[config.mk]
export PLATFORM = sky130hd
export DESIGN_NAME = c_v_stream
export DESIGN_NICKNAME = d
export VERILOG_FILES = /design/src/rtl/c_v_pkg.sv /design/src/rtl/c_v_stream_beat.sv /design/src/rtl/c_v_stream.sv
export SDC_FILE = /design/constraint.sdc
export NUM_CORES = 1
export LEC_CHECK = 0
export ABC_AREA = 1
export BUFFER_PORTS_ARGS = -buffer_cell sky130_fd_sc_hd__buf_2
export CORE_ASPECT_RATIO = 1.5
export CORE_MARGIN = 2
export CORE_UTILIZATION = 60
export CTS_BUF_LIST = sky130_fd_sc_hd__clkbuf_8
export CTS_CLUSTER_DIAMETER = 30
export DETAILED_ROUTE_END_ITERATION = 7
export HOLD_SLACK_MARGIN = 0.05
export PLACE_DENSITY = 0.8
export SYNTH_ARGS = -nofsm -noshare
export SYNTH_HDL_FRONTEND = slang
export SYNTH_SLANG_ARGS = --single-unit
[constraint.sdc]
create_clock -name clk -period 3.9 [get_ports clk]
set_input_delay 0.39 -clock clk [delete_from_list [all_inputs] [get_ports clk]]
set_output_delay 0.39 -clock clk [all_outputs]
set_load 0.03 [all_outputs]
[src/rtl/c_v_pkg.sv]
// Shared types for the streaming unary-code detector: FSM state and the
// running per-vector scan state carried from beat to beat.
package c_v_pkg;

  typedef enum logic {
    S_ACC = 1'b0,
    S_RES = 1'b1
  } state_e;

  // std_*: vector so far looks like ones-then-zeros; cmp_*: zeros-then-ones.
  // count: length of the initial run of bits equal to vector bit 0.
  typedef struct packed {
    logic        std_ok;
    logic        std_edge;
    logic        cmp_ok;
    logic        cmp_edge;
    int unsigned count;
  } carry_t;

  localparam carry_t CARRY_INIT = '{
    std_ok:   1'b1,
    std_edge: 1'b0,
    cmp_ok:   1'b1,
    cmp_edge: 1'b0,
    count:    0
  };

endpackage

[src/rtl/c_v_stream_beat.sv]
// Combinational scanner: folds one C-bit beat (LSB first) into the running
// unary-code carry state.
module c_v_stream_beat
  import c_v_pkg::*;
#(
  parameter int unsigned C = 4
) (
  input  logic [C-1:0] dat,
  input  carry_t       carry_in,
  output carry_t       carry_out
);

  carry_t c;

  always_comb begin
    c = carry_in;
    for (int unsigned i = 0; i < C; i++) begin
      // The initial run only grows until the opposite bit value first appears.
      if ((dat[i] && !c.std_edge) || (!dat[i] && !c.cmp_edge)) begin
        c.count = c.count + 1;
      end
      c.std_ok   = c.std_ok & ~(dat[i] & c.std_edge);
      c.cmp_ok   = c.cmp_ok & ~(~dat[i] & c.cmp_edge);
      c.std_edge = c.std_edge | ~dat[i];
      c.cmp_edge = c.cmp_edge | dat[i];
    end
    carry_out = c;
  end

endmodule

[src/rtl/c_v_stream.sv]
// Streaming unary-code detector: collects W/C beats into one vector and
// reports standard / complemented unary match, length and all-ones.
module c_v_stream
  import c_v_pkg::*;
#(
  parameter int unsigned W               = 16,
  parameter int unsigned C               = 4,
  parameter int unsigned P_IS_COMPLIMENT = 1
) (
  input  logic                 clk,
  input  logic                 arst_n,
  input  logic                 i_in_vld,
  input  logic [C-1:0]         i_in_dat,
  input  logic                 i_cmp_en,
  input  logic                 i_flush,
  input  logic                 i_res_rdy,
  output logic                 o_in_rdy,
  output logic                 o_res_vld,
  output logic                 o_is_unary,
  output logic                 o_all_set,
  output logic                 o_is_cmp,
  output logic [$clog2(W)-1:0] o_len
);

  localparam int unsigned N      = W / C;
  localparam int unsigned BCNT_W = (N > 1) ? $clog2(N) : 1;
  localparam int unsigned LEN_W  = $clog2(W);

  state_e              state_q, state_d;
  logic [BCNT_W-1:0]   bcnt_q, bcnt_d;
  carry_t              carry_q, carry_d;
  logic                mode_q, mode_d;
  logic                res_vld_d, is_unary_d, all_set_d, is_cmp_d;
  logic [LEN_W-1:0]    len_d;

  carry_t              scan_in, scan_out;
  logic                accept, first_beat, last_beat, mode_eff;
  logic                std_m, cmp_m;

  assign o_in_rdy   = !i_flush && ((state_q == S_ACC) || ((state_q == S_RES) && i_res_rdy));
  assign accept     = i_in_vld && o_in_rdy;
  // Counter is held at zero in S_RES, so a beat taken during a pop is beat 0.
  assign first_beat = (bcnt_q == '0);
  assign last_beat  = (bcnt_q == BCNT_W'(N - 1));
  assign scan_in    = first_beat ? CARRY_INIT : carry_q;
  assign mode_eff   = first_beat ? i_cmp_en : mode_q;

  c_v_stream_beat #(.C(C)) u_beat (
    .dat       (i_in_dat),
    .carry_in  (scan_in),
    .carry_out (scan_out)
  );

  assign std_m = scan_out.std_ok && scan_out.std_edge;
  assign cmp_m = (P_IS_COMPLIMENT != 0) && mode_eff && scan_out.cmp_ok && scan_out.cmp_edge;

  // Next-state and result computation.
  always_comb begin
    state_d    = state_q;
    bcnt_d     = bcnt_q;
    carry_d    = carry_q;
    mode_d     = mode_q;
    res_vld_d  = o_res_vld;
    is_unary_d = o_is_unary;
    all_set_d  = o_all_set;
    is_cmp_d   = o_is_cmp;
    len_d      = o_len;

    if (i_flush) begin
      state_d    = S_ACC;
      bcnt_d     = '0;
      res_vld_d  = 1'b0;
      is_unary_d = 1'b0;
      all_set_d  = 1'b0;
      is_cmp_d   = 1'b0;
      len_d      = '0;
    end else if (accept) begin
      carry_d = scan_out;
      if (first_beat) begin
        mode_d = i_cmp_en;
      end
      if (last_beat) begin
        state_d    = S_RES;
        bcnt_d     = '0;
        res_vld_d  = 1'b1;
        is_unary_d = std_m || cmp_m;
        all_set_d  = scan_out.std_ok && !scan_out.std_edge;
        is_cmp_d   = cmp_m;
        // A run spanning the whole vector only matches with length zero.
        len_d      = ((std_m || cmp_m) && (scan_out.count != W)) ?
                     LEN_W'(scan_out.count) : '0;
      end else begin
        state_d    = S_ACC;
        bcnt_d     = bcnt_q + BCNT_W'(1);
        res_vld_d  = 1'b0;
        is_unary_d = 1'b0;
        all_set_d  = 1'b0;
        is_cmp_d   = 1'b0;
        len_d      = '0;
      end
    end else if ((state_q == S_RES) && i_res_rdy) begin
      state_d    = S_ACC;
      bcnt_d     = '0;
      res_vld_d  = 1'b0;
      is_unary_d = 1'b0;
      all_set_d  = 1'b0;
      is_cmp_d   = 1'b0;
      len_d      = '0;
    end
  end

  // State and registered outputs.
  always_ff @(posedge clk or negedge arst_n) begin
    if (!arst_n) begin
      state_q    <= S_ACC;
      bcnt_q     <= '0;
      carry_q    <= '0;
      mode_q     <= 1'b0;
      o_res_vld  <= 1'b0;
      o_is_unary <= 1'b0;
      o_all_set  <= 1'b0;
      o_is_cmp   <= 1'b0;
      o_len      <= '0;
    end else begin
      state_q    <= state_d;
      bcnt_q     <= bcnt_d;
      carry_q    <= carry_d;
      mode_q     <= mode_d;
      o_res_vld  <= res_vld_d;
      o_is_unary <= is_unary_d;
      o_all_set  <= all_set_d;
      o_is_cmp   <= is_cmp_d;
      o_len      <= len_d;
    end
  end

endmodule

==> results of run 1 <==
[cells by family after synthesis]
group / count (synthesis)
AND/OR/NAND/NOR: 1032
buffers and inverters: 188
AO/OA/AOI/OAI: 71
flip-flops: 47
XOR/XNOR: 9
adder cells (fa/ha/maj): 6
multiplexers: 1
[per-stage QoR]
stage          setup TNS [ns]  hold WS (ns)  worst slack (ns)  std cells
3_3_place_gp            -2.72         0.463            -0.565       1811
2_1_floorplan          -0.204        0.0944            -0.109       1354
4_1_cts                 -1.85         0.291            -0.456       1838
3_5_place_dp            -5.41         0.470            -0.792       1811
[timing repair]
item	CTS
setup buffers	19
setup endpoints to repair	20
pin swaps	63
gates resized for setup	126
[metal layers]
layer	GRT usage, %	overflow
met3	65.3	6
met1	83.2	2
met2	120	598
met5	6.75	0
met4	104	163
==> results.yml, run 1 <==
yosys:
  seq_area_frac_synth_pct: 15.9
  synth.largest_area_cell: "nand2_1"
  yosys_register_bits: 47
  synth_top_area_share_pct: 25.3
  synth_commonest_cells: "nand2_1, nor2_1, nand3_1, inv_1, nand2_2"
  synth-main-ff-cell: "dfrtp_1"
  syn_area_mm2: 0.00738
  synth_cells: 1354
  synth_compound_area_share_pct: 5.21
  synth_warnings: 0
  synthAdderAreaFrac_pct: 1.02
  async_reset_ff_share_pct: 100
  synth_most_common_cell: "nand2_1"
  synth-simple-area-share_pct: 66.2
  yosys-top-cells-area: "nand2_1, dfrtp_1, nand3_1"
  synth_edf_count: 0
  synth_area_per_cell_um2: 5.45
  syn_nets: 1370
  synth_top_family_by_area: "simple AND/OR/NAND/NOR gates"
  yosys.area_share.xor_xnor_pct: 1.07
  synthMuxAreaShare_pct: 0.136
  ys_types: 44
die:
  start_util_pct: 61.4
  die_w_um: 94.5
  rows: 49
  ioPinCount: 19
  die_y_um: 140
clock_network:
  cts_max_level: 2
  cts-buffers-inserted: 5
  root_buffer: "clkbuf_8"
  cts_sinks: 47
  cts_buffer_depth: 2
  cts_hold_buf: 0
placed_design:
  place_area_mm2: 0.00992
  io_buffers: 18
  hpwl_um: 23000
  routabilityCongestion: 0.999
global_route:
  overflow: 769
  grt_usage_pct: 91.2
  grt_max_degree: 53
sta:
  endpoint_type: "register data pin"
  grt-worst-endpoint: "o_len[2]$_DFFE_PN0P_/D"
outcome:
  error: "[ERROR GRT-0232] Routing congestion too high. Check the congestion heatmap in the GUI."
  status: "did not finish"
  stop_stage: "global routing (5_1_grt)"
==> run 2, diff against run 1 <==
Settings changed: CORE_ASPECT_RATIO 1.5 to unset, CORE_UTILIZATION 60 to 40, CTS_BUF_LIST sky130_fd_sc_hd__clkbuf_8 to unset, CTS_CLUSTER_DIAMETER 30 to unset, HOLD_SLACK_MARGIN 0.05 to unset, PLACE_DENSITY 0.8 to unset, PLACE_DENSITY_LB_ADDON set to 0.15.
Clock period 3.9 ns to 5.07 ns, I/O delays scaled along.
==> results.yml, run 2 <==
detailed_routing:
  drt_first_pass_iters: 5
  drt_iter0_markers: 625
  drcViolationCount: 0
  ant_nets: 0
  wl_um: 23900
  wl_per_cell_um: 14.9
  viasPerCell: 5.20
  via_count: 8379
yosys:
  synth-main-ff-cell: "dfrtp_1"
  syn_nets: 1370
  synth_top_area_share_pct: 25.3
  synth.largest_area_cell: "nand2_1"
  synth_area_per_cell_um2: 5.45
  yosys_register_bits: 47
  synth_edf_count: 0
  ys_types: 44
  async_reset_ff_share_pct: 100
  synth_commonest_cells: "nand2_1, nor2_1, nand3_1, inv_1, nand2_2"
  seq_area_frac_synth_pct: 15.9
  syn_area_mm2: 0.00738
  yosys-top-cells-area: "nand2_1, dfrtp_1, nand3_1"
  synth_most_common_cell: "nand2_1"
  synth_warnings: 0
  synth_cells: 1354
power:
  internal-power_uw: 680
  cellPowerDensity_mw_per_mm2: 133
  p_sw_share_pct: 37.6
  vdd.ir_drop.worst_v: 0.000204
  p_total_uw: 1090
  p_seq_share_pct: 37.9
  clockPowerShare_pct: 31.2
  leakage_uw: 0.00370
  combPwrFrac_pct: 30.9
  switchingPower_uw: 409
clock_network:
  cts_sinks: 47
  clock_latency_ns: 0.30
  cts_buffer_depth: 2
  cts_tree: "done"
  cts_hold_buf: 0
  cts_max_level: 2
  cts-buffers-inserted: 5
  root_buffer: "clkbuf_16"
  clk_pin_slew_ns: 0.07
sta:
  drv_slew: 0
  finalSetupTns_ns: 0
  finalSetupViolCount: 0
  hold_viol_final: 0
  slew_headroom_pct: 51.2
  period_needed_ns: 4.71
  fmax_mhz: 212
  skew_ns: 0.0125
  tightest_slew_ns: 0.727
  post-route-period-util_pct: 92.8
die:
  start_util_pct: 40.9
  die_y_um: 140
  die-area_mm2: 0.0195
  rows: 49
  die_w_um: 140
  ioPinCount: 19
  coreArea_mm2: 0.0180
placed_design:
  hpwl_um: 20200
  routabilityCongestion: 0.951
  io_buffers: 18
finish:
  largest_register: "carry_q"
  largest_reg_flops: 36
  final_common_cell: "nand2_1"
  layout-drive-gt1-share_pct: 20.3
  layout.nets: 1398
  antenna_cells: 0
  multi_input_area_mm2: 0.00566
  area_growth_syn_to_layout_pct: 10.7
  reg.largest.list: "carry_q x36, o_len x4, bcnt_q x2"
  regArea_mm2: 0.00118
  final_cell_mix: "nand2_1, nand3_1, nor2_1, inv_1, nand2_2"
  final_util_pct: 45.3
  fillerInstances: 1990
worst_setup_path:
  startpoint_type: "flip-flop"
  endpoint_kind: "flip-flop"
  crit_type: "flip-flop to flip-flop"
  critPathBufInv: 3
  crit_family: "simple AND/OR/NAND/NOR gates"
  arrival_ns: 4.89
  r2r_slack_ns: 0.36
  slowest_stage: "dfrtp_1"
  max_stage_delay_ns: 0.37
  cp_max_fo: 7
  required_ns: 5.25
  worst_path_most_repeated_cell: "nand2_1"
hold_path:
  hold_class: "input port to async pin"
global_route:
  grt_usage_pct: 23.9
  grt_max_degree: 53
  antenna_found_initial: 0
  grt_pass1_wl_um: 37200
  first_global_vias: 7247
  overflow: 0
outcome:
  status: "completed"
job:
  maxCapViolCount: 0
## run 2: cell counts after synthesis
Identical to the previous run, type by type.
## run 2: area by class of cell
| class | instances | area share, % |
|---|---|---|
| timing repair buffer | 34 | 2.73 |
| multi-input combinational | 1119 | 69.3 |
| sequential | 47 | 14.4 |
| clock buffer | 6 | 1.58 |
| inverter | 174 | 8.15 |
| tap | 229 | 3.51 |
| timing repair inverter | 1 | 0.107 |
| clock inverter | 2 | 0.199 |
## run 2: final timing paths
kind,start,end,depth (start not counted)
min in group clk,i_flush,state_q$_DFFE_PN0P_,2
worst min register to register,o_is_cmp$_DFFE_PN0P_,o_is_cmp$_DFFE_PN0P_,2
worst max-delay path,bcnt_q[0]$_DFFE_PN0P_,o_len[2]$_DFFE_PN0P_,33
max in group asynchronous,arst_n,o_len[0]$_DFFE_PN0P_,2
worst min-delay path,arst_n,carry_q[26]$_DFFE_PN0P_,2
worst max register to register,bcnt_q[0]$_DFFE_PN0P_,o_len[2]$_DFFE_PN0P_,33
## run 2: repair_timing
item	in CTS	in global routing
setup endpoints to repair	0	8
gates resized for setup	0	64
buffers inserted	0	7
## run 2: worst reg2reg max path: cells and delay by family, from the launching register on
family                     cells  cell delay (ns)
and+or+nand+nor               28             3.52
buffers and inverters          3             0.28
adders and majority gates      2             0.44
DFF                            1             0.37
## run 2: cell families (layout without fill, tap and decap cells)
| kind of cell | count (synthesis) | in the layout | share of synthesized area, % |
|---|---|---|---|
| simple gates | 1032 | 1032 | 66.2 |
| buf+inv | 188 | 217 | 10.4 |
| compound gates | 71 | 71 | 5.21 |
| flops | 47 | 47 | 15.9 |
| xor+xnor | 9 | 9 | 1.07 |
| fa+ha+maj | 6 | 6 | 1.02 |
| mux | 1 | 1 | 0.136 |
## run 2: per-stage QoR
step	instances	area [µm²]	hold slack (ns)	setup WS [ns]
2_1_floorplan	1354	7380	0.211	0.854
3_3_place_gp	1596	7720	0.464	0.102
3_5_place_dp	1596	7720	0.472	0.0639
4_1_cts	1604	7870	0.334	0.0100
5_1_grt	1612	8170	0.374	-0.0131
6_report	1612	8170	0.299	0.364
## run 2: metal layers
metal	global-route usage, %	vias to the layer above	routed length [µm]
li1	-	4336	-
met1	37.0	3827	12300
met2	35.3	192	9930
met3	2.06	24	1200
met4	6.32	0	539
met5	0	-	0
## run 2: power groups by stage
stage | Clock [µW] | Combinational, µW | Sequential, µW
final | 340 | 337 | 412
after global routing | 357 | 375 | 414
after CTS | 348 | 301 | 410
after detailed placement | 0 | 299 | 417
after global placement | 0 | 299 | 417
after floorplan | 0 | 227 | 413
Note: power is estimated with default switching activity, not from simulation.
==> run 3, diff against run 2 <==
Settings changed: BUFFER_PORTS_ARGS -buffer_cell sky130_fd_sc_hd__buf_2 to unset, DONT_BUFFER_PORTS set to 1.
Clock period 5.07 ns to 5.8 ns, I/O delays scaled along.
==> results.yml, run 3 (synthesis results as in run 2) <==
detailed_routing:
  drt_first_pass_iters: 6
  via_count: 8197
  wl_um: 23600
  wl_per_cell_um: 14.9
  drcViolationCount: 0
  drt_iter0_markers: 636
  ant_nets: 0
  viasPerCell: 5.18
placed_design:
  routabilityCongestion: 0.982
  io_buffers: 0
  hpwl_um: 20100
power:
  p_sw_share_pct: 33.7
  vdd.ir_drop.worst_v: 0.000316
  leakage_uw: 0.00358
  switchingPower_uw: 336
  combPwrFrac_pct: 25.4
  clockPowerShare_pct: 38.4
  p_total_uw: 996
  internal-power_uw: 661
  cellPowerDensity_mw_per_mm2: 128
  p_seq_share_pct: 36.2
sta:
  slew_headroom_pct: 51.4
  hold_viol_final: 0
  period_needed_ns: 5.08
  skew_ns: 0.00829
  tightest_slew_ns: 0.724
  post-route-period-util_pct: 87.6
  finalSetupTns_ns: 0
  finalSetupViolCount: 0
  rsz0062_at_grt: "no"
  drv_slew: 0
  fmax_mhz: 197
finish:
  final_cell_mix: "nand2_1, nor2_1, nand3_1, inv_1, nand2_2"
  largest_reg_flops: 36
  layout.nets: 1369
  largest_register: "carry_q"
  reg.largest.list: "carry_q x36, o_len x4, bcnt_q x2"
  layout-drive-gt1-share_pct: 15.5
  area_growth_syn_to_layout_pct: 5.88
  antenna_cells: 0
  final_common_cell: "nand2_1"
die:
  die_y_um: 140
  ioPinCount: 19
  die-area_mm2: 0.0195
  coreArea_mm2: 0.0180
  die_w_um: 140
  rows: 49
  start_util_pct: 40.9
global_route:
  grt_max_degree: 53
  gr-usage-met1_pct: 36.8
  grt_busiest_layer: "met1"
  overflow: 0
  grt.met3_usage_pct: 2.44
  grt_pass1_wl_um: 36900
  antenna_found_initial: 0
  first_global_vias: 7090
  grt_use_met2_pct: 34.7
  grt_usage_pct: 23.8
worst_setup_path:
  worst_path_most_repeated_cell: "nand2_1"
  reg2regPathDepth: 31
  crit_type: "flip-flop to flip-flop"
  required_ns: 5.99
  startpoint_type: "flip-flop"
  worstReg2RegEnd: "o_len[2]$_DFFE_PN0P_"
  timing.rr.start: "bcnt_q[0]$_DFFE_PN0P_"
  slowest_stage: "dfrtp_1"
  arrival_ns: 5.27
  r2r_slack_ns: 0.72
  max_stage_delay_ns: 0.39
  endpoint_kind: "flip-flop"
  cp_max_fo: 7
hold_path:
  hold_class: "input port to async pin"
clock_network:
  cts_max_level: 2
  cts_sinks: 47
  root_buffer: "clkbuf_16"
  cts_buffer_depth: 2
  cts_tree: "done"
  clk_pin_slew_ns: 0.07
  cts_setup_buffers: 0
  cts-buffers-inserted: 5
  clock_latency_ns: 0.30
job:
  maxCapViolCount: 0
outcome:
  status: "completed"
## run 3: cell types whose count changed in the layout (fill, tap and decap cells not counted), sizes merged
cell,delta
clkinvlp,-1
buf,-28
bufinv,+2
clkbuf,-1
clkinv,-1
## run 3: worst max path at each step
| stage | from | end | slack, ns | depth (start not counted) |
|---|---|---|---|---|
| after floorplan | bcnt_q[0]$_DFFE_PN0P_ | o_len[2]$_DFFE_PN0P_ | 1.58 | 38 |
| after global placement | bcnt_q[0]$_DFFE_PN0P_ | o_len[3]$_DFFE_PN0P_ | 0.82 | 31 |
| after detailed placement | bcnt_q[0]$_DFFE_PN0P_ | o_len[2]$_DFFE_PN0P_ | 0.79 | 32 |
| after CTS | bcnt_q[0]$_DFFE_PN0P_ | o_len[2]$_DFFE_PN0P_ | 0.74 | 32 |
| after global routing | bcnt_q[0]$_DFFE_PN0P_ | o_len[2]$_DFFE_PN0P_ | 0.22 | 31 |
| final | bcnt_q[0]$_DFFE_PN0P_ | o_len[2]$_DFFE_PN0P_ | 0.72 | 31 |
## run 3: layout make-up
cell class	instances	area [µm²]
fill	2036	10200
multi-input combinational	1119	5430
sequential	47	1180
inverter	174	656
tap	229	287
clock buffer	5	125
clock inverter	3	71.3
timing repair buffer	6	65.1
## run 3: per-layer routing
| layer | share of wire [%] | up-vias | routed length [µm] |
|---|---|---|---|
| li1 | - | 4288 | - |
| met1 | 51 | 3671 | 12000 |
| met2 | 40 | 215 | 9500 |
| met3 | 6.3 | 23 | 1490 |
| met4 | 2.5 | 0 | 590 |
| met5 | 0 | - | 0 |
## run 3: metrics by stage
step	hold slack, ns	area (µm²)	setup slack (ns)	util [%]	instances
finish	0.133	7810	0.720	43.3	1583
CTS	0.140	7810	0.737	43.3	1583
global route	0.144	7810	0.223	43.3	1583
detailed placement	0.286	7590	0.788	42.1	1574
floorplan	0.284	7380	1.58	-	1354
global placement	0.286	7590	0.816	42.1	1574
## run 3: power by group through the flow
stage | clock network (µW) | registers, µW | logic, µW
floorplan | 0 | 361 | 198
global placement | 0 | 366 | 241
detailed placement | 0 | 366 | 240
CTS | 392 | 360 | 250
global route | 405 | 362 | 282
finish | 383 | 360 | 253
## run 3: repair_timing
| item | 4_1_cts | 5_1_grt |
|---|---|---|
| resized for setup | 0 | 0 |
| endpoints found under the hold margin | 47 | 0 |
| hold buffers | 1 | 0 |
## run 3: worst max-delay path, delay by kind of cell (launching register included)
kind / cells / cell delay (ns)
flip-flops: 1 / 0.39
adder cells (fa/ha/maj): 4 / 1.15
AND/OR/NAND/NOR: 26 / 3.34
buffers and inverters: 1 / 0.09
